===== src/rtl/axis_packet_arbiter.sv =====
// Round-robin, packet-atomic merge of CHANNELS AXI-stream inputs.
// One-entry output register tags each beat with its source channel.
module axis_packet_arbiter #(
  parameter int DWIDTH      = 32,
  parameter int CHANNELS    = 8,
  parameter bit PACKET_MODE = 1'b1,
  parameter int IDW         = $clog2(CHANNELS)
) (
  input  logic                       clk,
  input  logic                       reset,
  input  logic [CHANNELS*DWIDTH-1:0] s_data,
  input  logic [CHANNELS-1:0]        s_valid,
  input  logic [CHANNELS-1:0]        s_last,
  output logic [CHANNELS-1:0]        s_ready,
  output logic [DWIDTH-1:0]          m_data,
  output logic                       m_valid,
  output logic                       m_last,
  output logic [IDW-1:0]             m_id,
  input  logic                       m_ready,
  output logic                       busy
);

  typedef enum logic {IDLE, LOCKED} state_t;

  state_t            state_q, state_d;
  logic [IDW-1:0]    grant_q, grant_d;
  logic [IDW-1:0]    rr_q, rr_d;
  logic [DWIDTH-1:0] m_data_q, m_data_d;
  logic              m_valid_q, m_valid_d;
  logic              m_last_q, m_last_d;
  logic [IDW-1:0]    m_id_q, m_id_d;

  logic [IDW-1:0]    pick;
  logic [IDW-1:0]    idx;
  logic              any_req;
  logic              load_en;
  logic              accept;

  assign load_en = ~m_valid_q | m_ready;

  // Rotating-priority search starting at rr_q.
  always_comb begin
    pick    = rr_q;
    idx     = rr_q;
    any_req = 1'b0;
    for (int k = 0; k < CHANNELS; k++) begin
      idx = IDW'((int'(rr_q) + k) % CHANNELS);
      if (!any_req && s_valid[idx]) begin
        any_req = 1'b1;
        pick    = idx;
      end
    end
  end

  // Next-state, grant, pointer and output-register load.
  always_comb begin
    state_d   = state_q;
    grant_d   = grant_q;
    rr_d      = rr_q;
    m_data_d  = m_data_q;
    m_last_d  = m_last_q;
    m_id_d    = m_id_q;
    m_valid_d = m_valid_q & ~m_ready;
    s_ready   = '0;
    accept    = 1'b0;
    unique case (state_q)
      IDLE: begin
        if (any_req) begin
          grant_d = pick;
          state_d = LOCKED;
        end
      end
      LOCKED: begin
        s_ready[grant_q] = load_en;
        accept = s_valid[grant_q] & load_en;
        if (accept) begin
          m_data_d  = s_data[int'(grant_q)*DWIDTH +: DWIDTH];
          m_last_d  = s_last[grant_q];
          m_id_d    = grant_q;
          m_valid_d = 1'b1;
          if (s_last[grant_q] || !PACKET_MODE) begin
            state_d = IDLE;
            rr_d    = IDW'((int'(grant_q) + 1) % CHANNELS);
          end
        end
      end
      default: state_d = IDLE;
    endcase
  end

  // State and output register, synchronous active-low reset.
  always_ff @(posedge clk) begin
    if (!reset) begin
      state_q   <= IDLE;
      grant_q   <= '0;
      rr_q      <= '0;
      m_data_q  <= '0;
      m_valid_q <= 1'b0;
      m_last_q  <= 1'b0;
      m_id_q    <= '0;
    end else begin
      state_q   <= state_d;
      grant_q   <= grant_d;
      rr_q      <= rr_d;
      m_data_q  <= m_data_d;
      m_valid_q <= m_valid_d;
      m_last_q  <= m_last_d;
      m_id_q    <= m_id_d;
    end
  end

  assign m_data  = m_data_q;
  assign m_valid = m_valid_q;
  assign m_last  = m_last_q;
  assign m_id    = m_id_q;
  assign busy    = (state_q == LOCKED);

endmodule


===== config.mk =====
export PLATFORM = sky130hd
export DESIGN_NAME = axis_packet_arbiter
export DESIGN_NICKNAME = d
export VERILOG_FILES = /design/src/rtl/axis_packet_arbiter.sv
export SDC_FILE = /design/constraint.sdc
export NUM_CORES = 1
export LEC_CHECK = 0
export CAP_MARGIN = 30
export CORE_AREA = 2 2 125 127
export DETAILED_ROUTE_END_ITERATION = 16
export DIE_AREA = 0 0 127 129
export PLACE_DENSITY = 0.77
export SYNTH_ARGS = -nofsm -noshare
export SYNTH_HDL_FRONTEND = slang
export SYNTH_SLANG_ARGS = --single-unit

===== constraint.sdc =====
create_clock -name clk -period 3.4 [get_ports clk]
set_input_delay 0.34 -clock clk [delete_from_list [all_inputs] [get_ports clk]]
set_output_delay 0.34 -clock clk [all_outputs]
set_load 0.02 [all_outputs]

==> impl_results.md <==
- F_max: 333 MHz
- TritonCTS clock tree: yes
- Endpoint kind of the worst setup timing path: register
- Setup bufs post-CTS: 0
- P&R area growth vs syn: 77.9%
- R2R depth: 9
- Register bit total from synthesis: 44
- Grt ovf: 0
- Non-Filler Instances: 873
- Hold EP: m_last
- WHS Path Cells: 2
- Clock tree root driver cell: clkbuf_16
- Final-layout fill cell count: 1,292
- Placed cells: 865
- Vias in the first global route: 4,922
- Gr usage total: 21.8%
- GP Congestion: 0.873
- Power Density: 350 nW/µm²
- Most used flip-flop cell after synthesis: dfxtp_1
- Synth warn: 0
- Final Hold Viols: 0
- Initial Util: 29.8%
- CTS sink count: 44
- Post-DRT Antenna Nets: 0
- Most frequent cells in the layout: clkdlybuf4s50_1 (320), mux4_2 (77), nor2_1 (51)
- Clock Pin Slew Worst Setup and Hold Paths: 0.06 ns
- Vias per Instance: 5.34
- Crit Path Category: reg -> reg
- Syn Area/Cell: 11.5 µm²
- Average wire per standard cell: 21.4 µm
- Outcome: complete, no violations
- DRC: 0
- Area of the multi-input gates: 3360 µm²
- PortBufs: 320
- RSZ-0062 raised after global routing: false
- Main combinational cell family by area after synthesis: multiplexers
- Syn Inst Count: 389
- Hold Path Class: reg -> reg
- Final instance area: 7940 µm²
- Fin crit share: 88.3%
- Post-synth EDFFs: 0
- Final min period: 3.00 ns
- R2R setup slack: 0.40 ns
- Drt pass-1 iters: 4
- Die W: 127 µm
- Hold_buf cts: 0
- Mux share of post-synthesis cell area: 52.7%
- Post-Route Skew: 0.00586 ns
- Reg-to-Reg Start: rr_q[0]
- Crit path launch: rr_q[0]
- Die footprint: 16,400 µm²
- Slew of the pin with the lowest slew margin: 0.675 ns
- Largest net degree at the start of global routing: 69
- CP Data Arrival Time: 3.17 ns
- Layout cells sized above 1: 17.1%
- Global-route wire length before repair: 27,300 µm
- Clock Latency Late Sink: 0.28 ns
- DR iter-0 viols: 231
- Max clock buf depth: 2
- Area after DPL: 7800 µm²
- Chip height: 129 µm
- Asr flop ratio synth: 0%
- Crit path launch type: register
- Adder-Cell Fraction of Synth Area: 0.841%
- Post-Syn Nets: 667
- Synth Area in Simple Gates: 9.45%
- XOR/XNOR share of the synthesized area: 0.785%
- Final #Nets: 962
- Worst vdd ir: 215 µV
- Vias: 4,666
- Core ar.: 15,000 µm²
- # H-tree levels: 2
- Antenna violations before repair: 2
- Reg area: 890 µm²
- Synth cell types: 53
- # rows: 45
- Worst-path fanout max: 7
- CTS resizes: 0
- Synth Cell Area: 4460 µm²
- Sequential area share after synthesis: 19.7%
- Compound-Gate Fraction of Synth Area: 11.4%
- # IOs: 321
- CP required: 3.57 ns
- Pleak: 0.00264 µW
- WL final: 18,700 µm
- Final setup viols: 0
- Hold Path Origin: m_last
- TNS Setup: 0 ns
- Slew HR: 55.0%
- Total chip power: 2780 µW
- Commonest non-fill, non-tap cell in the layout: clkdlybuf4s50_1
- FF-to-FF End: grant_q[1]
- Max Cap Viol: 0
- Fin. max-slew vios: 0
- Post-DP HPWL: 15,600 µm
- Cts bufs inserted: 5
-- synthesized netlist by cell type (all sizes together) (2+ instances only) --
| master | instances | area share, % |
|---|---|---|
| mux2i | 41 | 9.6 |
| a31oi | 3 | 0.42 |
| a21oi | 13 | 1.5 |
| nor2 | 52 | 4.4 |
| mux2 | 5 | 1.3 |
| o21a | 2 | 0.34 |
| nand3 | 5 | 0.56 |
| a211oi | 34 | 5.8 |
| dfxtp | 44 | 20 |
| nand2b | 7 | 0.98 |
| buf | 25 | 2.9 |
| xnor2 | 2 | 0.39 |
| nor3 | 5 | 0.56 |
| or2 | 3 | 0.42 |
| clkbuf | 16 | 1.3 |
| nand2 | 8 | 0.67 |
| xor2 | 2 | 0.39 |
| o211ai | 3 | 0.50 |
| inv | 8 | 0.67 |
| and3 | 3 | 0.45 |
| mux4 | 82 | 42 |
| o21ai | 6 | 0.67 |
| ha | 3 | 0.84 |
-- worst max path at each step --
stage | depth (start not counted) | slack, ns | to
finish | 9 | 0.40 | grant_q[1]
global route | 9 | 0.28 | grant_q[1]
CTS | 9 | 0.41 | grant_q[1]
detailed placement | 9 | 0.42 | grant_q[1]
global placement | 9 | 0.52 | grant_q[1]
floorplan | 12 | 0.37 | grant_q[1]
-- kinds of logic (layout without fill, tap and decap cells) --
kind of cell	Yosys count	after routing
buf+inv	50	345
simple gates	89	89
mux	128	128
flops	44	44
other cells	0	1
compound gates	71	71
xor+xnor	4	4
fa+ha+maj	3	3
-- sequential cells by signal, indices dropped and copies added, names as in the netlist --
name,flops
m_valid,1
grant_q,3
m_id,3
m_last,1
m_data,32
busy,1
rr_q,3
-- power by group --
group | internal [µW] | leakage (µW) | switching, µW | total (µW)
logic | 937 | 0.00220 | 660 | 1600
clock network | 268 | 0.0000700 | 205 | 473
registers | 599 | 0.000363 | 110 | 710
total | 1800 | 0.00264 | 976 | 2780
-- layout make-up --
class / count / area share (%)
inverters: 9 / 0.426
multi-input cells: 295 / 42.3
clock inverters: 2 / 0.142
flip-flops and latches: 44 / 11.2
well taps: 188 / 2.96
repair buffers: 329 / 41.4
diodes: 1 / 0.0315
clock buffers: 5 / 1.58
-- critical path, cell delays in order, from the launching register on --
cell	delay (ns)
dfxtp_1	0.32
inv_1	0.13
ha_1	0.51
mux4_1	0.60
mux2i_1	0.29
a22o_4	0.24
inv_2	0.05
or4_4	0.50
a211oi_2	0.19
nor4b_2	0.07
-- through the flow --
step,setup slack (ns),hold WS [ns],utilization (%)
6_report,0.399,0.472,53.0
5_1_grt,0.276,0.499,53.0
4_1_cts,0.415,0.476,53.0
3_5_place_dp,0.420,0.465,52.1
3_3_place_gp,0.524,0.459,52.1
2_1_floorplan,0.368,0.456,-
-- metal layers --
layer / vias to the layer above / GRT usage, % / share of wire [%]
met5: - / 0 / 0.038
li1: 2178 / - / -
met2: 221 / 39.8 / 53
met1: 2247 / 25.9 / 38
met3: 18 / 5.82 / 7.6
met4: 2 / 4.46 / 1.4
Power figures use the tool's default switching activity.
==> RTL change: new RTL, same settings <==
Set the parameter `PACKET_MODE` to 1'b0 (it was 1'b1).
--- a/src/rtl/axis_packet_arbiter.sv
+++ b/src/rtl/axis_packet_arbiter.sv
@@ -4,5 +4,5 @@
   parameter int DWIDTH      = 32,
   parameter int CHANNELS    = 8,
-  parameter bit PACKET_MODE = 1'b1,
+  parameter bit PACKET_MODE = 1'b0,
   parameter int IDW         = $clog2(CHANNELS)
 ) (
Function: changed (a bounded check fails within 4 cycles, from zero or initial values and one cycle with reset low).
==> RTL change against the original RTL <==
- final cell count rose by 11%
- sequential cell count did not move
- core utilization rose by 0.32 points
- count of clock-buffer cells in the layout rose by 1
- routed wire length rose by 2.7%
- worst setup slack improved by 120 ps
- synthesized area rose by 0.31%
- non-clock buffer count rose by 4
- design area rose by 0.60%
- critical path type unchanged
Power is not compared: it rests on default switching activity, and its combinational part moved more than twofold at a synthesized area within 25%.
==> RTL change: results (changes against the original RTL) <==
Drt
  • First-pass DRT Iterations: 5 (+1)
  • Via density: 5.42 (+1.4%)
  • Via count: 5256 (+13%)
  • Top sig layer: met4
  • Wire per inst: 19.8 microns (-7.6%)
  • Metal3 WL: 1340 microns (-5.9%)
  • WL met1: 7910 microns (+11%)
  • Iteration-0 DRC Markers: 279 (+21%)
  • Met2 wire len: 9660 microns (-1.7%)

Synthesis
  • Syn_nets: 771 (+16%)
  • Library cells used by synthesis: 47 (-11%)
  • Main flop type after synthesis: dfxtp_1
  • Sequential area share after synthesis: 19.7% (-0.061 points)
  • Post-synthesis cell count: 493 (+27%)
  • Ranking of synthesized cells by area: mux2i_1 (32%), dfxtp_1 (20%), o22ai_1 (9.5%), o311a_1 (7.6%), mux4_2 (5.5%)
  • List of most frequent post-synthesis cells: mux2i_1 (143), o22ai_1 (68), dfxtp_1 (44), clkbuf_1 (41), o311a_1 (34)

Timing
  • Layout Skew: 6.54 ps (+0.685 ps)
  • Slew of the pin with the lowest slew margin: 936 ps (+261 ps)
  • Tmin final: 2880 ps (-116 ps)

GRT
  • Largest net degree at the start of global routing: 63 (-8.7%)
  • Global-route wire length before repair: 28400 microns (+4.3%)
  • Initial antenna violation count: 0 (-2)
  • Number of global-route vias before repair: 5120 (+4.0%)
  • All-Layer GR Usage: 22.3% (+0.55 points)

Setup path
  • WP data arrival: 3040 ps (-130 ps)
  • CP max FO: 10 (+3)

Cells and area
  • Layout cell share with drive strength beyond 1: 9.85% (-7.3 points)
  • Final net count: 1059 (+10%)
  • Antenna cells: 0 (-1)

Place
  • Global placer's final weighted congestion: 0.910 (+4.2%)
  • Post-Place Cells: 962 (+11%)
  • Detailed Place HPWL: 14700 microns (-5.8%)

Run status
  • Status: complete, no violations

Pwr
  • Register share of total power: between 15 and 20%
  • Top power group: combinational cells
## RTL change: worst paths after layout
| path | startpoint | endpoint | slack [ps] | depth (start not counted) |
|---|---|---|---|---|
| max reg2reg | rr_q[1] | grant_q[0] | 520 | 8 |
| min reg2reg | m_id[2] | m_id[2] | 520 | 2 |
| max | rr_q[1] | grant_q[0] | 520 | 8 |
| min | m_id[2] | m_id[2] | 520 | 2 |
## RTL change: kinds of logic (layout without fill, tap and decap cells)
family	count (synthesis)	in the layout	share of synthesized area, %
compound gates	140	140	23.7
fa+ha+maj	3	3	0.839
mux	161	161	39.6
buf+inv	57	346	5.00
flops	44	44	19.7
simple gates	84	84	10.4
xor+xnor	4	4	0.783
## RTL change: layout make-up
type                       count  area [sq um]
fill                        1466          6990
multi-input combinational    392          3380
timing repair buffer         333          3320
sequential                    44           885
tap                          188           235
clock buffer                   6           139
inverter                       5          18.8
clock inverter                 2          10.0
## RTL change: worst max-delay path: stages, from the launching register on
cell	delay, ps
dfxtp_1	330
inv_1	90
ha_1	540
mux4_2	440
mux2_2	340
or3_4	350
o41ai_4	420
a2111o_1	140
o311ai_1	90
## RTL change: through the flow
stage | setup slack, ps | utilization, % | instance area (sq um) | power [mW]
4_1_cts | 505 | 53.3 | 7990 | 5.55
6_report | 515 | 53.3 | 7990 | 5.52
3_5_place_dp | 364 | 52.3 | 7840 | 5.02
3_3_place_gp | 419 | 52.3 | 7840 | 5.01
2_1_floorplan | 405 | - | 4480 | 3.64
5_1_grt | 333 | 53.3 | 7990 | 5.90
## RTL change: metal layers
metal / track usage [%] / vias to the layer above
met2: 39.2 / 249
met3: 5.20 / 21
met4: 5.17 / 0
li1: - / 2523
met5: 0 / -
met1: 27.9 / 2463
